==> src/rtl/direction_input_conditioner.sv <==
// Button front end for the snake game: synchronises and debounces four push-buttons and turns
// press events into a held one-hot direction that can never reverse 180 degrees.
module direction_input_conditioner #(
    parameter int         DEBOUNCE_CYCLES = 320000,
    parameter int         CNT_WIDTH       = 19,
    parameter logic [1:0] INIT_DIR        = 2'b01
) (
    input  logic       Clock,
    input  logic       Reset,
    input  logic       iBtnWest,
    input  logic       iBtnEast,
    input  logic       iBtnNorth,
    input  logic       iBtnSouth,
    input  logic       iGameOver,
    output logic       oWest,
    output logic       oEast,
    output logic       oNorth,
    output logic       oSouth,
    output logic [1:0] oDirCode,
    output logic       oDirChange
);

    typedef enum logic [1:0] {
        DIR_WEST  = 2'b00,
        DIR_EAST  = 2'b01,
        DIR_NORTH = 2'b10,
        DIR_SOUTH = 2'b11
    } dir_t;

    localparam logic [CNT_WIDTH-1:0] CNT_MAX = CNT_WIDTH'(DEBOUNCE_CYCLES - 1);

    // Button vectors are indexed by direction code so a bit index doubles as the code.
    localparam int W_IDX = 0;
    localparam int E_IDX = 1;
    localparam int N_IDX = 2;
    localparam int S_IDX = 3;

    logic [3:0]           raw;
    logic [3:0]           sync1;
    logic [3:0]           sync2;
    logic [3:0]           deb;
    logic [3:0]           deb_d;
    logic [3:0]           press;
    logic [CNT_WIDTH-1:0] cnt [4];

    dir_t                 state;
    dir_t                 cand;
    dir_t                 opposite;
    logic                 cand_valid;
    logic                 accept;
    logic [3:0]           dir_onehot;

    assign raw = {iBtnSouth, iBtnNorth, iBtnEast, iBtnWest};

    function automatic logic [3:0] decode_dir(input logic [1:0] code);
        logic [3:0] oh;
        oh       = 4'b0000;
        oh[code] = 1'b1;
        return oh;
    endfunction

    always_ff @(posedge Clock) begin
        if (Reset) begin
            sync1 <= '0;
            sync2 <= '0;
        end else begin
            sync1 <= raw;
            sync2 <= sync1;
        end
    end

    // Each debounced bit flips only after DEBOUNCE_CYCLES consecutive mismatching samples.
    always_ff @(posedge Clock) begin
        if (Reset) begin
            deb   <= '0;
            deb_d <= '0;
            for (int i = 0; i < 4; i++) begin
                cnt[i] <= '0;
            end
        end else begin
            deb_d <= deb;
            for (int i = 0; i < 4; i++) begin
                if (sync2[i] != deb[i]) begin
                    if (cnt[i] == CNT_MAX) begin
                        deb[i] <= sync2[i];
                        cnt[i] <= '0;
                    end else begin
                        cnt[i] <= cnt[i] + CNT_WIDTH'(1);
                    end
                end else begin
                    cnt[i] <= '0;
                end
            end
        end
    end

    assign press = deb & ~deb_d;

    always_comb begin
        cand_valid = 1'b0;
        cand       = DIR_EAST;
        if (press[N_IDX]) begin
            cand_valid = 1'b1;
            cand       = DIR_NORTH;
        end else if (press[S_IDX]) begin
            cand_valid = 1'b1;
            cand       = DIR_SOUTH;
        end else if (press[W_IDX]) begin
            cand_valid = 1'b1;
            cand       = DIR_WEST;
        end else if (press[E_IDX]) begin
            cand_valid = 1'b1;
            cand       = DIR_EAST;
        end
    end

    // Opposite pairs differ only in bit 0; a rejected candidate never falls back to a lower one.
    assign opposite = dir_t'(state ^ 2'b01);
    assign accept   = cand_valid && !iGameOver && (cand != state) && (cand != opposite);

    always_ff @(posedge Clock) begin
        if (Reset) begin
            state      <= dir_t'(INIT_DIR);
            dir_onehot <= decode_dir(INIT_DIR);
            oDirChange <= 1'b0;
        end else begin
            oDirChange <= accept;
            if (accept) begin
                state      <= cand;
                dir_onehot <= decode_dir(cand);
            end
        end
    end

    assign oWest    = dir_onehot[W_IDX];
    assign oEast    = dir_onehot[E_IDX];
    assign oNorth   = dir_onehot[N_IDX];
    assign oSouth   = dir_onehot[S_IDX];
    assign oDirCode = state;

endmodule

==> config.mk <==
export PLATFORM = sky130hd
export DESIGN_NAME = direction_input_conditioner
export DESIGN_NICKNAME = d
export VERILOG_FILES = /design/src/rtl/direction_input_conditioner.sv
export SDC_FILE = /design/constraint.sdc
export NUM_CORES = 1
export LEC_CHECK = 0
export BUFFER_PORTS_ARGS = -buffer_cell sky130_fd_sc_hd__buf_2
export CAP_MARGIN = 20
export CORE_MARGIN = 10
export CORE_UTILIZATION = 65
export CTS_BUF_LIST = sky130_fd_sc_hd__clkbuf_8
export CTS_CLUSTER_DIAMETER = 30
export DETAILED_ROUTE_END_ITERATION = 10
export GPL_ROUTABILITY_DRIVEN = 0
export GPL_TIMING_DRIVEN = 0
export HOLD_SLACK_MARGIN = 0.03
export PLACE_DENSITY = 0.83
export SLEW_MARGIN = 10
export SYNTH_ARGS = -nofsm -noshare
export SYNTH_HDL_FRONTEND = slang
export SYNTH_SLANG_ARGS = --single-unit
==> constraint.sdc <==
create_clock -name Clock -period 6.24 [get_ports Clock]
set_input_delay 0.936 -clock Clock [delete_from_list [all_inputs] [get_ports Clock]]
set_output_delay 0.936 -clock Clock [all_outputs]
set_load 0.01 [all_outputs]
After elaboration in Yosys (flattened, before gate mapping):

Memory sizes are Yosys's and may differ from the RTL's.
Index checks and enable logic that the tools add are counted.

* bits in registers: 23
* logic and storage cells: 118
* memories: 1
* RAM bits: 76
* output and inout port bits: 7

Memories
* cnt: depth 4, width 19, read ports 4, clocked after Yosys merged registers in 0, write ports 4, line 44 `logic [CNT_WIDTH-1:0] cnt [4];`

* magnitude comparators: 2
* add/sub/neg operators: 4
* reductions and logical operators: 9
* bitwise operators: 15
* multiplexer cells: 67
* equal/unequal tests: 10

Operator list (number)
* $mux W19: 12
* $add A19 B1 Y19 const B: 4
* $eq A19 B19 Y1 const B: 4
* $mux W1: 52
* $or A1 B1 Y1: 12
* $reduce_and A2 Y1: 4
* $and A4 B4 Y4: 1
* $logic_and A1 B1 Y1: 4
* $mux W2: 2
* $ne A1 B1 Y1: 4
* $ne A2 B2 Y1: 2
* $not A4 Y4: 1
* $lt A2 B3 Y1 const B: 1
* $demux W1 S2: 1
* $ge A2 B1 Y1 const B: 1
* $logic_not A1 Y1: 1
* $not A1 Y1: 1

Logic depth before layout (Yosys ltp):

* word-level depth: 9
* mapped depth: 7

Worst setup path after synthesis:

No wires, ideal clock.

* path kind: input port to flip-flop
* from: input Reset
* to: memory cnt[1][10] (data pin)
* arrival: 1.793 ns
* stages: 5
* path buffers: 2
* path slack: 4.190 ns
* data required time: 5.983 ns
* cells stage by stage: clkbuf_1 > nor2_1 > o21ai_1 > buf_2 > nor2_1

RTL lines
* start, declared: line 9 `input logic Reset,`
* end, declared: line 44

==> flow_summary_export.csv <==
group,metric,value,unit
status,status,"finished clean",
global_routing,antenna_found_initial,0,
final_layout,nNetsFinal,605,
synth,yosysTopAreaCellShare,0.447,
clocking,post_cts_resized,0,
timing,hold_viol,0,
worst_setup_path,crit_required,6.34,ns
drt,drt_pass1_iterations,5,
floorplan,design.die.area,0.0118,mm^2
clocking,cts_tree,"yes",
place,portBuffers,12,
worst_setup_path,reg2reg_to,"cnt[0][15]$_SDFFCE_PP0P_",
timing,max-slew-margin-rel,0.639,
timing,worstMarginPinSlew,0.537,ns
floorplan,rows,32,
synth,synth_flop_cell,"edfxtp_1",
synth,synth.distinct_cells,49,
worst_setup_path,crit_top_cell,"buf_2",
power_and_ir_drop,p_seq_frac,0.642,
drt,via_per_inst,5.50,
flow_run,drv_cap,0,
worst_setup_path,cp_max_fo,10,
worst_setup_path,crit_arrival,2.45,ns
timing,fmax,426,MHz
final_layout,areaGrowthSynthToFinish,12.5,%
synth,syn-cell-area,0.00511,mm^2
worst_setup_path,cpPeakStageDelay,0.40,ns
synth,synth_sequential_area_ratio,0.537,
worst_setup_path,cp-startpoint,"cnt[0][0]$_SDFFCE_PP0P_",
timing,rsz0062_at_grt,"no",
clocking,clock_latency,0.35,ns
place,dpl.hpwl,7030,um
synth,synth_area_leaders,"edfxtp_1 (45%), dfxtp_1 (9.0%), xnor2_1 (6.3%)",
global_routing,grt_pass1_vias,3722,
timing,period_share,0.376,
final_layout,drive_gt1_frac,0.0785,
clocking,cts_sinks,99,
drt,route.vias.total,3856,
final_layout,antenna_cells,0,
floorplan,initial_core_util,0.664,
power_and_ir_drop,power.density,205,mW/mm^2
synth,yosys.area.top_type,"edfxtp_1",
drt,wl_per_cell,13.5,um
timing,setup-tns-final,0,ns
synth,synth_edf_count,76,
clocking,cts_root_buffer,"clkbuf_8",
synth,netlist_instances,496,
floorplan,ios,14,
worst_setup_path,r2r_cells,7,
power_and_ir_drop,p_leak,1.97,nW
global_routing,grt_pass1_wl,16500,um
clocking,path_clk_slew,0.09,ns
timing,drv_slew,0,
worst_setup_path,worst_r2r_startpoint,"cnt[0][0]$_SDFFCE_PP0P_",
clocking,cts_buffers,9,
timing,setup_viol,0,
synth,yosys_warnings,0,
synth,synthArstFlopShare,0,
floorplan,core_area,0.00769,mm^2
drt,wl,9470,um
clocking,hold_buffers,0,
timing,finalCriticalPeriod,2.35,ns
worst_setup_path,cpMaxStageDelayCell,"edfxtp_1",
worst_setup_path,crit_chain,"ha_1 -> nand4_1 -> or2_2 -> buf_2 -> o21ai_2 -> buf_2 -> nor2_1",
clocking,post-cts-setup-buffers,0,
worst_setup_path,cp-end-kind,"flop",
worst_setup_path,crit_path_start_kind,"flop",
hold_path,hold_path_class,"flop to flop",
global_routing,grt_max_degree,16,
synth,synth_seq_cells,99,
drt,drc,0,
synth,syn_avg_cell_area,10.3,um^2
drt,antenna_left,0,
global_routing,grt_util_all_layers,0.169,
final_layout,fin_util,0.748,
power_and_ir_drop,ir_drop,0.000150,V
power_and_ir_drop,clockPowerShare,0.308,
worst_setup_path,crit_path_end,"cnt[0][15]$_SDFFCE_PP0P_",
power_and_ir_drop,p_sw,0.273,mW
worst_setup_path,r2r_slack,3.89,ns
floorplan,die-height,109,um
floorplan,dieWidth,109,um
global_routing,grt_overflow,0,
power_and_ir_drop,p_sw_frac,0.231,
drt,first_iter_violations,117,
timing,fin_skew,0.00918,ns
power_and_ir_drop,pwr-share-comb,0.050,
power_and_ir_drop,intPower,0.907,mW
clocking,cts_max_level,3,
clocking,clockBufferDepth,2,
worst_setup_path,path_class,"flop to flop",
## synth_stat cells, types with 2 or more instances
cell type	n
nor4b_1	3
a21oi_1	16
nor4bb_1	2
or4_1	3
clkbuf_1	8
edfxtp_1	76
or4_4	2
o21ai_2	3
nand2b_1	6
o31ai_1	6
xor2_1	20
nor2b_1	17
dfxtp_1	23
nand4_1	21
o21ai_0	17
mux2_2	2
nor2_1	75
and3_1	12
xnor2_1	37
or3_1	11
nor3_1	18
and4_1	7
ha_1	4
buf_2	8
nand3_1	32
nor4_1	11
or2_2	2
nand2_1	19
inv_1	15
## stage by stage
stage          hold WS (ns)  std cells  power [mW]  setup slack, ns  area, um^2
6_report              0.449        701        1.18             3.89        5750
5_1_grt               0.460        701        1.22             3.68        5750
4_1_cts               0.454        701        1.19             3.87        5750
3_5_place_dp          0.427        685       0.829             3.81        5580
3_3_place_gp          0.419        685       0.825             3.84        5580
2_1_floorplan         0.414        571       0.811             4.19        5390
## worst min path at each step
| stage | to | slack (ns) | startpoint | cells after the start |
|---|---|---|---|---|
| after floorplan | sync2[0]$_SDFF_PP0_ | 0.41 | sync1[0]$_SDFF_PP0_ | 1 |
| after global placement | sync2[1]$_SDFF_PP0_ | 0.42 | sync1[1]$_SDFF_PP0_ | 1 |
| after detailed placement | sync2[3]$_SDFF_PP0_ | 0.43 | sync1[3]$_SDFF_PP0_ | 1 |
| after CTS | sync2[2]$_SDFF_PP0_ | 0.45 | sync1[2]$_SDFF_PP0_ | 1 |
| after global routing | sync2[1]$_SDFF_PP0_ | 0.46 | sync1[1]$_SDFF_PP0_ | 1 |
| final | sync2[2]$_SDFF_PP0_ | 0.45 | sync1[2]$_SDFF_PP0_ | 1 |
## final cells by class
type                       count  area, um^2
sequential                    99        2740
multi-input combinational    440        2510
fill                         570        1940
tap                          102         128
buffer                        17        77.6
inverter                      15        56.3
timing repair buffer          12        60.1
clock inverter                 6        32.5
clock buffer                  10         138
## per-layer routing
metal | track usage | share of wire | vias up
li1 | - | - | 1930
met1 | 0.209 | 0.43 | 1831
met2 | 0.294 | 0.52 | 82
met3 | 0.0295 | 0.039 | 13
met4 | 0.0546 | 0.012 | 0
met5 | 0 | 0 | -
## layout by cell type (no fill, tap or decap), types with 2 or more instances in the layout
| cell | Yosys | final |
|---|---|---|
| edfxtp_1 | 76 | 76 |
| conb_1 | 1 | 76 |
| nor2_1 | 75 | 75 |
| xnor2_1 | 37 | 37 |
| nand3_1 | 32 | 32 |
| dfxtp_1 | 23 | 23 |
| nand4_1 | 21 | 21 |
| buf_2 | 8 | 20 |
| xor2_1 | 20 | 20 |
| nand2_1 | 19 | 19 |
| nor3_1 | 18 | 18 |
| nor2b_1 | 17 | 17 |
| o21ai_0 | 17 | 17 |
| inv_1 | 15 | 16 |
| a21oi_1 | 16 | 16 |
| and3_1 | 12 | 12 |
| nor4_1 | 11 | 11 |
| or3_1 | 11 | 11 |
| clkbuf_8 | 0 | 10 |
| clkbuf_1 | 8 | 8 |
| and4_1 | 7 | 7 |
| nand2b_1 | 6 | 6 |
| o31ai_1 | 6 | 6 |
| ha_1 | 4 | 4 |
| or4_1 | 3 | 3 |
| o21ai_2 | 3 | 3 |
| nor4b_1 | 3 | 3 |
| or2_2 | 2 | 2 |
| nor4bb_1 | 2 | 2 |
| or4_4 | 2 | 2 |
| mux2_2 | 2 | 2 |
| clkinv_1 | 0 | 2 |
## power by group through the flow
stage                     Sequential (mW)  Combinational, mW  Clock [mW]
after detailed placement            0.772             0.0565           0
after global placement              0.770             0.0548           0
after CTS                           0.757             0.0570       0.374
after floorplan                     0.765             0.0457           0
final                               0.758             0.0586       0.364
after global routing                0.762             0.0680       0.394
## logic make-up (layout without fill, tap and decap cells)
logic type | count (synthesis) | count (layout) | share of synthesized area
xor gates and xnor gates | 57 | 57 | 0.0977
muxes | 3 | 3 | 0.00637
AOI/OAI and AO/OA | 56 | 56 | 0.0688
buffers and inverters | 32 | 60 | 0.0262
and+or+nand+nor | 244 | 244 | 0.253
other | 1 | 76 | 0.000734
adders and majority gates | 4 | 4 | 0.00980
DFF | 99 | 99 | 0.537
## state kept, by name, indices dropped and copies added, names as in the netlist
name,flops
deb,4
sync2,4
oDirCode,2
dir_onehot,4
deb_d,4
sync1,4
cnt,76
oDirChange,1
## worst max-delay path, delay by kind of cell, from the launching register on
kind / cells / cell delay (ns)
buffers and inverters: 2 / 0.46
adders and majority gates: 1 / 0.25
and+or+nand+nor: 3 / 0.59
DFF: 1 / 0.40
AOI/OAI and AO/OA: 1 / 0.39
(Power assumes the default switching activity.)
